$ cat config.mk
export PLATFORM = sky130hd
export DESIGN_NAME = wave_measure
export DESIGN_NICKNAME = d
export VERILOG_FILES = /design/src/rtl/wave_measure.sv
export SDC_FILE = /design/constraint.sdc
export NUM_CORES = 1
export LEC_CHECK = 0
export CORE_MARGIN = 4
export CORE_UTILIZATION = 53
export DETAILED_ROUTE_END_ITERATION = 7
export PLACE_DENSITY = 0.74
export RECOVER_POWER = 50
export SETUP_SLACK_MARGIN = 0.3
export SYNTH_ARGS = -nofsm -noshare
export SYNTH_HDL_FRONTEND = slang
export SYNTH_SLANG_ARGS = --single-unit
$ cat constraint.sdc
create_clock -name clock -period 6.7 [get_ports clock]
set_input_delay 2.01 -clock clock [delete_from_list [all_inputs] [get_ports clock]]
set_output_delay 2.01 -clock clock [all_outputs]
set_load 0.05 [all_outputs]
$ cat src/rtl/wave_measure.sv
// Per-channel waveform measurement: windowed max/min/peak-to-peak, hysteretic
// rising-edge period measurement, and a clamped 0-9999 display value.
module wave_measure #(
  parameter int unsigned DATA_W      = 12,
  parameter int unsigned WINDOW_LOG2 = 10,
  parameter int unsigned HYST        = 64,
  parameter int unsigned PERIOD_W    = 16
) (
  input  logic                clock,
  input  logic                reset,
  input  logic                sample_en,
  input  logic                hold,
  input  logic [DATA_W-1:0]   data,
  input  logic [1:0]          mode,
  output logic [13:0]         number,
  output logic                new_value,
  output logic [DATA_W-1:0]   vpp,
  output logic [DATA_W-1:0]   vmax,
  output logic [DATA_W-1:0]   vmin,
  output logic [PERIOD_W-1:0] period
);

  typedef enum logic {WAIT_LOW, WAIT_HIGH} state_t;

  localparam logic [DATA_W-1:0]   LP_FULL    = '1;
  localparam logic [DATA_W-1:0]   LP_MID_RST = {1'b1, {(DATA_W-1){1'b0}}};
  localparam logic [DATA_W-1:0]   LP_HYST    = DATA_W'(HYST);
  localparam logic [PERIOD_W-1:0] LP_PMAX    = '1;
  localparam logic [PERIOD_W-1:0] LP_PMAX_M1 = LP_PMAX - 1'b1;
  localparam logic [31:0]         LP_CLAMP   = 32'd9999;

  state_t                  r_state;
  logic [WINDOW_LOG2-1:0]  r_win_cnt;
  logic [DATA_W-1:0]       r_run_max;
  logic [DATA_W-1:0]       r_run_min;
  logic [DATA_W-1:0]       r_mid;
  logic [DATA_W-1:0]       r_vmax;
  logic [DATA_W-1:0]       r_vmin;
  logic [DATA_W-1:0]       r_vpp;
  logic [PERIOD_W-1:0]     r_pcnt;
  logic [PERIOD_W-1:0]     r_period;
  logic                    r_have_edge;
  logic                    r_win_done;
  logic                    r_new_value;
  logic [13:0]             r_number;

  logic                    w_accept;
  logic                    w_win_end;
  logic                    w_rise;
  logic [DATA_W-1:0]       w_nmax;
  logic [DATA_W-1:0]       w_nmin;
  logic [DATA_W:0]         w_mid_sum;
  logic [DATA_W:0]         w_hi_sum;
  logic [DATA_W-1:0]       w_thr_hi;
  logic [DATA_W-1:0]       w_thr_lo;
  logic [31:0]             w_sel;
  logic [13:0]             w_number;

  assign w_accept  = sample_en & ~hold;
  assign w_win_end = w_accept && (r_win_cnt == '1);

  // Running extremes start at the opposite rails, so the first sample overwrites both
  assign w_nmax    = (data > r_run_max) ? data : r_run_max;
  assign w_nmin    = (data < r_run_min) ? data : r_run_min;
  assign w_mid_sum = {1'b0, w_nmax} + {1'b0, w_nmin};

  assign w_hi_sum  = {1'b0, r_mid} + {1'b0, LP_HYST};
  assign w_thr_hi  = w_hi_sum[DATA_W] ? LP_FULL : w_hi_sum[DATA_W-1:0];
  assign w_thr_lo  = (r_mid < LP_HYST) ? '0 : (r_mid - LP_HYST);

  assign w_rise    = w_accept && (r_state == WAIT_HIGH) && (data >= w_thr_hi);

  always_comb begin
    w_sel = '0;
    case (mode)
      2'd0:    w_sel = 32'(r_vpp);
      2'd1:    w_sel = 32'(r_vmax);
      2'd2:    w_sel = 32'(r_vmin);
      default: w_sel = 32'(r_period);
    endcase
    w_number = (w_sel > LP_CLAMP) ? 14'd9999 : w_sel[13:0];
  end

  always_ff @(posedge clock or negedge reset) begin
    if (!reset) begin
      r_state     <= WAIT_LOW;
      r_win_cnt   <= '0;
      r_run_max   <= '0;
      r_run_min   <= LP_FULL;
      r_mid       <= LP_MID_RST;
      r_vmax      <= '0;
      r_vmin      <= '0;
      r_vpp       <= '0;
      r_pcnt      <= '0;
      r_period    <= '0;
      r_have_edge <= 1'b0;
      r_win_done  <= 1'b0;
      r_new_value <= 1'b0;
      r_number    <= '0;
    end else begin
      r_win_done  <= w_win_end;
      r_new_value <= r_win_done;
      r_number    <= w_number;

      if (w_accept) begin
        r_win_cnt <= r_win_cnt + 1'b1;

        if (w_win_end) begin
          r_vmax    <= w_nmax;
          r_vmin    <= w_nmin;
          r_vpp     <= w_nmax - w_nmin;
          r_mid     <= w_mid_sum[DATA_W:1];
          r_run_max <= '0;
          r_run_min <= LP_FULL;
        end else begin
          r_run_max <= w_nmax;
          r_run_min <= w_nmin;
        end

        case (r_state)
          WAIT_LOW:  if (data < w_thr_lo) r_state <= WAIT_HIGH;
          WAIT_HIGH: if (w_rise)          r_state <= WAIT_LOW;
          default:                        r_state <= WAIT_LOW;
        endcase

        // Timeout fires once, on the sample that brings pcnt to its ceiling
        if (w_rise) begin
          if (r_have_edge) r_period <= r_pcnt + 1'b1;
          r_pcnt      <= '0;
          r_have_edge <= 1'b1;
        end else if (r_pcnt != LP_PMAX) begin
          r_pcnt <= r_pcnt + 1'b1;
          if (r_pcnt == LP_PMAX_M1) begin
            r_period    <= LP_PMAX;
            r_have_edge <= 1'b0;
          end
        end
      end
    end
  end

  assign number    = r_number;
  assign new_value = r_new_value;
  assign vpp       = r_vpp;
  assign vmax      = r_vmax;
  assign vmin      = r_vmin;
  assign period    = r_period;

endmodule
==> results of run 1 <==
## through the flow
stage	std cells	setup slack [ns]	util [%]	total power [uW]	instance area [um^2]
2_1_floorplan	886	1.357	-	2831	8670
5_1_grt	1195	0.7272	64.46	4695	10280
4_1_cts	1195	1.013	64.62	4418	10300
6_report	1195	0.9744	64.46	4432	10280
3_5_place_dp	1164	0.5848	61.02	3509	9728
3_3_place_gp	1164	0.6189	61.02	3478	9728
## power by group through the flow
stage | clock network [uW] | registers, uW | logic [uW]
2_1_floorplan | 0 | 1350 | 1480
3_3_place_gp | 0 | 1200 | 2280
3_5_place_dp | 0 | 1200 | 2310
4_1_cts | 909 | 1190 | 2320
5_1_grt | 944 | 1210 | 2540
6_report | 898 | 1200 | 2340
## sequential cells by signal, indices dropped and copies added, names as in the netlist, 10 cells and up
register and count:
number 14, period 16, r_mid 12, r_pcnt 16, r_run_max 12, r_run_min 12
r_win_cnt 10, vmax 12, vmin 12, vpp 12
## worst max-delay path: stages
cell	delay [ns]
clkdlybuf4s50_1	0.43
ha_1	0.32
and2_0	0.16
a221oi_1	0.26
o21ai_1	0.16
a211o_1	0.30
nand2_1	0.15
buf_4	0.32
mux2_1	0.37
ha_1	0.41
o311a_1	0.41
nor4_1	0.33
nor3_1	0.12
xnor2_1	0.14
o21ai_0	0.09
## synthesized netlist by cell type, drive strengths merged, types with 13 or more instances
cell type	number
dfrtp	119
o21ai	42
dfstp	13
mux2	33
buf	20
inv	64
o2111ai	14
nand2	79
nor2	64
mux2i	13
xnor2	48
nor4	21
a31oi	21
a21oi	32
nand4	23
nand3	28
clkbuf	25
ha	74
nor3	13
## worst paths after layout
kind,startpoint,end,slack [ns],cells past startpoint
worst min register to register,r_win_done,new_value,0.35,0
worst max register to register,r_run_min[5],vpp[10],2.28,15
worst min-delay path,r_win_done,new_value,0.35,0
max in group asynchronous,reset,number[4],1.97,2
worst max-delay path,data[7],vpp[10],0.97,15
min in group asynchronous,reset,r_win_done,2.18,1
## kinds of logic (layout without fill, tap and decap cells)
group | count (synthesis) | after routing | synth area share (%)
simple gates | 279 | 279 | 16.02
compound gates | 174 | 174 | 14.10
buf+inv | 109 | 202 | 5.340
fa+ha+maj | 76 | 76 | 11.14
mux | 58 | 58 | 9.251
flops | 132 | 132 | 38.29
xor+xnor | 58 | 58 | 5.859
## per-layer routing
layer  part of all wire [%]  global-route usage, %  vias to the layer above  wire (um)
met5                      0                      0                        -          0
met2                     47                  44.03                      289      11560
met3                    7.2                  5.588                       61       1767
li1                       -                      -                     3366          -
met4                    3.4                  11.53                        0        843
met1                     43                  36.92                     3536      10510
## area by class of cell
type | instances | share of cell area, %
clock buffers | 18 | 4.273
clock inverters | 13 | 1.315
inverters | 64 | 2.337
multi-input cells | 645 | 47.44
flip-flops and latches | 132 | 32.30
well taps | 216 | 2.630
repair buffers | 107 | 9.703
==> run summary, run 1 <==
The flow ran to the end, but the final reports show violations. The checks that failed: capacitance limit, slew limit. Dividing the detail-routed wire length by the instance count gives 20.65 um. The internal power consumption is 2466 uW. Clock-pin slew was measured on the worst setup and hold paths at 0.06 ns. The leading register cell type out of synthesis is dfrtp_1. For the worst setup path, the data required time is 6.97 ns.

After the first detailed-routing iteration, the DRC count stood at 718. Via count of the first global-routing pass: 7,144. Chip height: 135.9 um. The commonest non-fill, non-tap cell in the layout is dfrtp_1.

Setup violations remaining at the end of the flow were counted as 0. The path class of the tightest hold or removal check is reg -> reg. For the iteration count of the initial detailed-routing pass, the log shows 5. The final routed wirelength across all metal layers is 24.68 mm, and the highest fanout seen on the critical path is 19. The number of distinct library cells after synthesis was 69. The tools report the cell chosen for the clock root as clkbuf_16.

The detailed router placed 7,252 vias in this run. The number of buffers added for setup after CTS is 0, and the minimum clock period is 5.726 ns. The logs give 0.01847 mm^2 for the area of the die and 0.3490 ns for the tightest hold margin. The footprint of the multi-input gates was 0.004876 mm^2. The cell count after synthesis came out at 886.

The number of buffers inserted for hold repair after clock tree synthesis is 0. The cell row count is 46, and the switching fraction of total power is 44.36%. Entering global routing, the biggest net connects 64 pins. The actual transition at the worst max-transition pin works out to 2.081 ns. The tools report the capturing element type of the critical path as a flop. Leaving out fill and tap cells, the most frequent cells in the layout are dfrtp_1 (119), nand2_1 (79), ha_1 (74), nor2_1 (64), inv_1 (63).

Worst setup skew after layout: 0.006229 ns. Summed over all instances, the cell type with the most area after synthesis is dfrtp_1. The synthesized design contains 0 enable-type register cells. Clock tree synthesis inserted a total of 17 buffers. The number of synthesis warnings was 0.

The first global-routing pass estimated 38.95 mm of wire. Summed over all layers, the global routing overflow is 0. The share of total power dissipated in sequential elements is 27.0%.

Power dissipated by switching net loads: 1966 uW. After clock tree synthesis, the repair step resized 0 gates. From left edge to right edge, the die measures 135.9 um. The total number of nets in the final design is 1,061. For the maximum achievable frequency, the log shows 174.7 MHz. The top-level port count is 85.

Proportion of netlist area held by the largest area contributor: 34.35%. Measured against its own limit, the worst slew margin works out to -38.70%. The cell area that synthesis handed to floorplanning was 0.008670 mm^2. The clock net in this run drives a total of 132 sinks. The tools report the HPWL after detailed placement as 18.15 mm. Once detail routing completed, the nets flagged for antenna violations numbered 0. IR analysis of the VDD net gives a maximum drop of 0.3982 mV. The clock network is responsible for 20.3% of the overall power. The logs give 0 for the number of hold violations in the final report and 38.29% for the sequential element share of the synthesized area.

The number of antenna diodes in the final layout is 0. The run gives 0.004667 uW as the leakage power total. The logs give 0 ns for the accumulated negative setup slack and 27.61% for the total routing resource utilization after global routing. Of the available clock period, the critical path in the final layout requires 85.46%. For this design the ratio of total power to cell area is 431.3 mW/mm^2. In the final layout, flip-flops and latches occupy 0.003319 mm^2. Starting density of the core: 54.38%. The number of pins exceeding their max-slew limit in the final report is 76.

The core region is 0.01594 mm^2. In the final layout, the share of cells above drive strength 1 is 11.64%. Counting every net in the synthesized netlist gives 980. The run gives 3 as the count of maximum capacitance violations. The logs give 4 for the count of H-tree levels built during CTS and 0.42 ns for the clock latency on the worst-skew pair. By area the synthesized netlist is led by dfrtp_1 (34%), ha_1 (11%), xnor2_1 (4.8%). In this run, the combinational gates consume 52.7% of the power. The number of antenna violations at the first check in global routing is 0, and the final estimated routing congestion in global placement is 0.9918. TritonCTS built the clock tree.

Data on the critical path arrives at its endpoint at 6.00 ns. In this run the mean area of a mapped cell was 9.785 um^2. Kind of launch point of the worst setup path: an input port. The flip-flop and latch count after synthesis was 132. The clock passes through at most 2 buffers. The share of async-settable or async-resettable flops after synthesis was 100.0%; the number of remaining DRC errors was 0.

Using the TritonRoute via totals, the vias-per-cell ratio works out to 6.069. The layout has 1,323 filler cells. The total of buffers placed on input and output ports is 84. By startpoint and endpoint, the worst setup path is classified as in -> reg. Setup repair after global routing left no endpoint under its margin. From synthesis to final layout, the design area changed by 18.55%.
No activity file was read; power rests on OpenSTA's default activity.
==> run 2: changes to the inputs <==
--- a/config.mk
+++ b/config.mk
@@ -6,11 +6,12 @@
 export NUM_CORES = 1
 export LEC_CHECK = 0
 export CORE_MARGIN = 4
-export CORE_UTILIZATION = 53
+export CORE_UTILIZATION = 50
 export DETAILED_ROUTE_END_ITERATION = 7
-export PLACE_DENSITY = 0.74
+export PLACE_DENSITY = 0.7
 export RECOVER_POWER = 50
 export SETUP_SLACK_MARGIN = 0.3
+export SKIP_LAST_GASP = 1
 export SYNTH_ARGS = -nofsm -noshare
 export SYNTH_HDL_FRONTEND = slang
 export SYNTH_SLANG_ARGS = --single-unit
==> run summary, run 2 (synthesis results as in run 1) <==
The run finished, with violations left. The checks that failed: capacitance limit, slew limit. The run gives 7.06 ns (+0.09 ns) as the data required time at the worst endpoint. The total of buffers placed on input and output ports was 84 (unchanged); the final estimated routing congestion in global placement was 0.9411 (-5.1%). The largest net degree at the start of global routing was 88 (+38%). The area of the die came out at 0.01951 mm^2 (+5.6%). The HPWL after detailed placement is 18.20 mm (+0.30%), and the number of antenna violations at the first check in global routing is 0 (unchanged).

The run gives 1,170 (+0.52%) as the number of cells in the design after placement. The fraction of the cycle the final worst path needs was 88.38% (+2.9 points); the count of vias placed by the detailed router was 7,117 (-1.9%). For the total routing resource utilization after global routing, the log shows 26.31% (-1.3 points). The count of routing violations after the opening detailed-route iteration was 613 (-15%). The logs give 0 (unchanged) for the number of instances resized during post-cts repair and 6.28 ns (+0.28 ns) for the data arrival time of the critical path. The total number of nets in the final design was 1,063 (+0.19%); the clock latency on the worst-skew pair was 0.43 ns (about the same). The run gives 168.9 MHz (-3.3%) as the maximum achievable frequency. The number of cells on the critical path was 15 (unchanged). The cell chosen for the clock root was clkbuf_16. The power density over the cells works out to 439.9 mW/mm^2 (+2.0%).

The layout overhead on the synthesized area came out at 19.60%. The number of antenna diodes came out at 0 (unchanged). The via count of the first global-routing pass came out at 7,130 (-0.20%). Post-route cell area: 0.01037 mm^2 (+0.89%). The CTS clock-pin slew for the worst setup and hold paths is 0.06 ns (about the same), and the ratio of cells with drive above 1 in the final layout is 11.91% (+0.27 points). The per-cell routed wire length was 21.06 um (+2.0%); the total placed instance area was 0.009752 mm^2 (+0.24%). Among cell families on the critical path, the largest total delay comes from compound AO/OA/AOI/OAI gates. The final setup violation count came out at 0 (unchanged).

The worst setup path is of the in -> reg kind. The combined buffer and inverter count along the critical path is 3 (+1), and the number of cells on the worst reg-to-reg path is 15 (unchanged). The overall power was 4561 uW (+2.9%); the highest fanout seen on the critical path was 13 (-6).

The post-route antenna net violation count was 0 (unchanged). The worst slew margin relative to its limit came out at -163.0% (-120 points). The peak supply drop was 0.2876 mV (-28%); the iteration count of the initial detailed-routing pass was 5 (unchanged). The standard cell with the maximum stage delay on the critical path was a2111oi_0. The worst setup skew after layout is 0.006714 ns (+0.0004848 ns). The worst hold path belongs to the class reg -> reg.

Commonest non-fill, non-tap cell in the layout: dfrtp_1. The minimum clock period came out at 5.921 ns (+0.1956 ns). The area of the core is 0.01676 mm^2 (+5.1%).

The number of buffers added for setup after CTS came out at 0 (unchanged). TritonCTS built the clock tree. The worst setup path is captured at a flop.

The number of buffers added by the clock tree synthesis step is 17 (unchanged). The chip height is 139.7 um (+2.8%), and the cell row count is 47 (+2.2%). Leaving out fill and tap cells, the most frequent cells in the layout are dfrtp_1 (119), nand2_1 (79), ha_1 (74), nor2_1 (64), inv_1 (63).

The number of pins exceeding their max-slew limit in the final report came out at 88 (+16%). Global-route wire length before repair: 40.15 mm (+3.1%). For the leakage power total, the log shows 0.004723 uW (+1.2%).

Traced cell by cell, the critical path runs through clkdlybuf4s50_1 > buf_4 > ha_1 > nor2b_1 > o211ai_1 > a21o_1 > a21oi_2 > buf_4 > mux2_2 > ha_1 > a2111oi_0 > nand3b_1 > a211oi_1 > or4_1 > nand3_1. The non-filler instance count after layout is 1,202 (+0.59%), and the accumulated negative setup slack is 0 ns (unchanged). The tools report the number of clock sinks seen by CTS as 132 (unchanged). The hold-critical path depth came out at 0 (unchanged). The tools report the top-level port count as 85 (unchanged). The kind of launch point of the worst setup path is an input port.

Setup repair after global routing left no endpoint under its margin. The final routed wirelength across all metal layers was 25.31 mm (+2.6%). The run gives 4 (unchanged) as the count of H-tree levels built during CTS.

The number of hold violations in the final report is 0 (unchanged), and the maximum count of clock buffers along a single path is 2 (unchanged). Starting density of the core: 51.73% (-2.7 points). The number of buffers inserted for hold repair after clock tree synthesis is 0 (unchanged).

The number of remaining DRC errors was 0 (unchanged); the delay of the slowest critical-path stage was 0.76 ns (+0.33 ns). The actual transition at the worst max-transition pin was 3.945 ns (+1.865 ns); the overall die width was 139.7 um (+2.8%). The via density per instance came out at 5.921 (-2.4%).

The remaining global-route overflow was 0 (unchanged); the count of maximum capacitance violations was 1 (-2).
-- run 2: changes by cell type in the layout (fill, tap and decap cells not counted), sizes merged --
cell / change
clkdlybuf4s25: +1
inv: +1
clkinv: -1
clkinvlp: -3
buf: +4
clkbuf: -1
bufinv: +2
-- run 2: report_power, final --
part / switching [uW] / internal, uW / leakage, uW / total [uW]
Combinational: 1420 / 937 / 0.00271 / 2350
Sequential: 215 / 988 / 0.00170 / 1200
Clock: 361 / 643 / 0.000307 / 1000
-- run 2: final cells by class --
type,count,area (um^2)
Fill cell,1420,6391
Inverter,64,240.2
Sequential cell,132,3319
Tap cell,220,275.3
Clock inverter,12,176.4
Multi-Input combinational cell,645,4876
Clock buffer,20,456.7
Timing Repair Buffer,109,1025
-- run 2: path summary, 6_finish.rpt --
path,from,end,slack [ns]
setup / recovery,data[1],vpp[11],0.78
hold / removal,r_win_done,new_value,0.35
setup reg to reg,r_run_min[7],vpp[11],2.28
hold reg to reg,r_win_done,new_value,0.35
max in group asynchronous,reset,r_pcnt[13],1.30
min in group asynchronous,reset,r_win_cnt[8],3.17
-- run 2: stage by stage --
stage	setup slack [ns]	hold slack (ns)	util, %
5_1_grt	0.3988	0.3649	61.87
6_report	0.7788	0.3460	61.87
4_1_cts	0.8700	0.3484	61.96
3_3_place_gp	0.5437	0.3331	58.19
3_5_place_dp	0.4513	0.3356	58.19
2_1_floorplan	1.357	0.3312	-
-- run 2: metal layers --
layer  up-vias  GRT usage [%]  share of wire (%)
li1       3359              -                  -
met1      3449          35.40                 44
met2       263          41.45                 47
met3        46          5.523                6.4
met4         0          10.96                3.4
met5         -              0                  0
-- run 2: worst register-to-register path, stage by stage (launching register included) --
cell and delay [ns]:
dfstp_2 0.62, inv_1 0.07, ha_1 0.28, and2_0 0.16, a221oi_1 0.27, o21ai_1 0.14, a211o_1 0.29, nand2_1 0.15
buf_4 0.25, mux2i_1 0.25, ha_1 0.35, a2111oi_0 0.76, nand3b_1 0.20, a211oi_1 0.08, or4_1 0.40, nand3_1 0.09
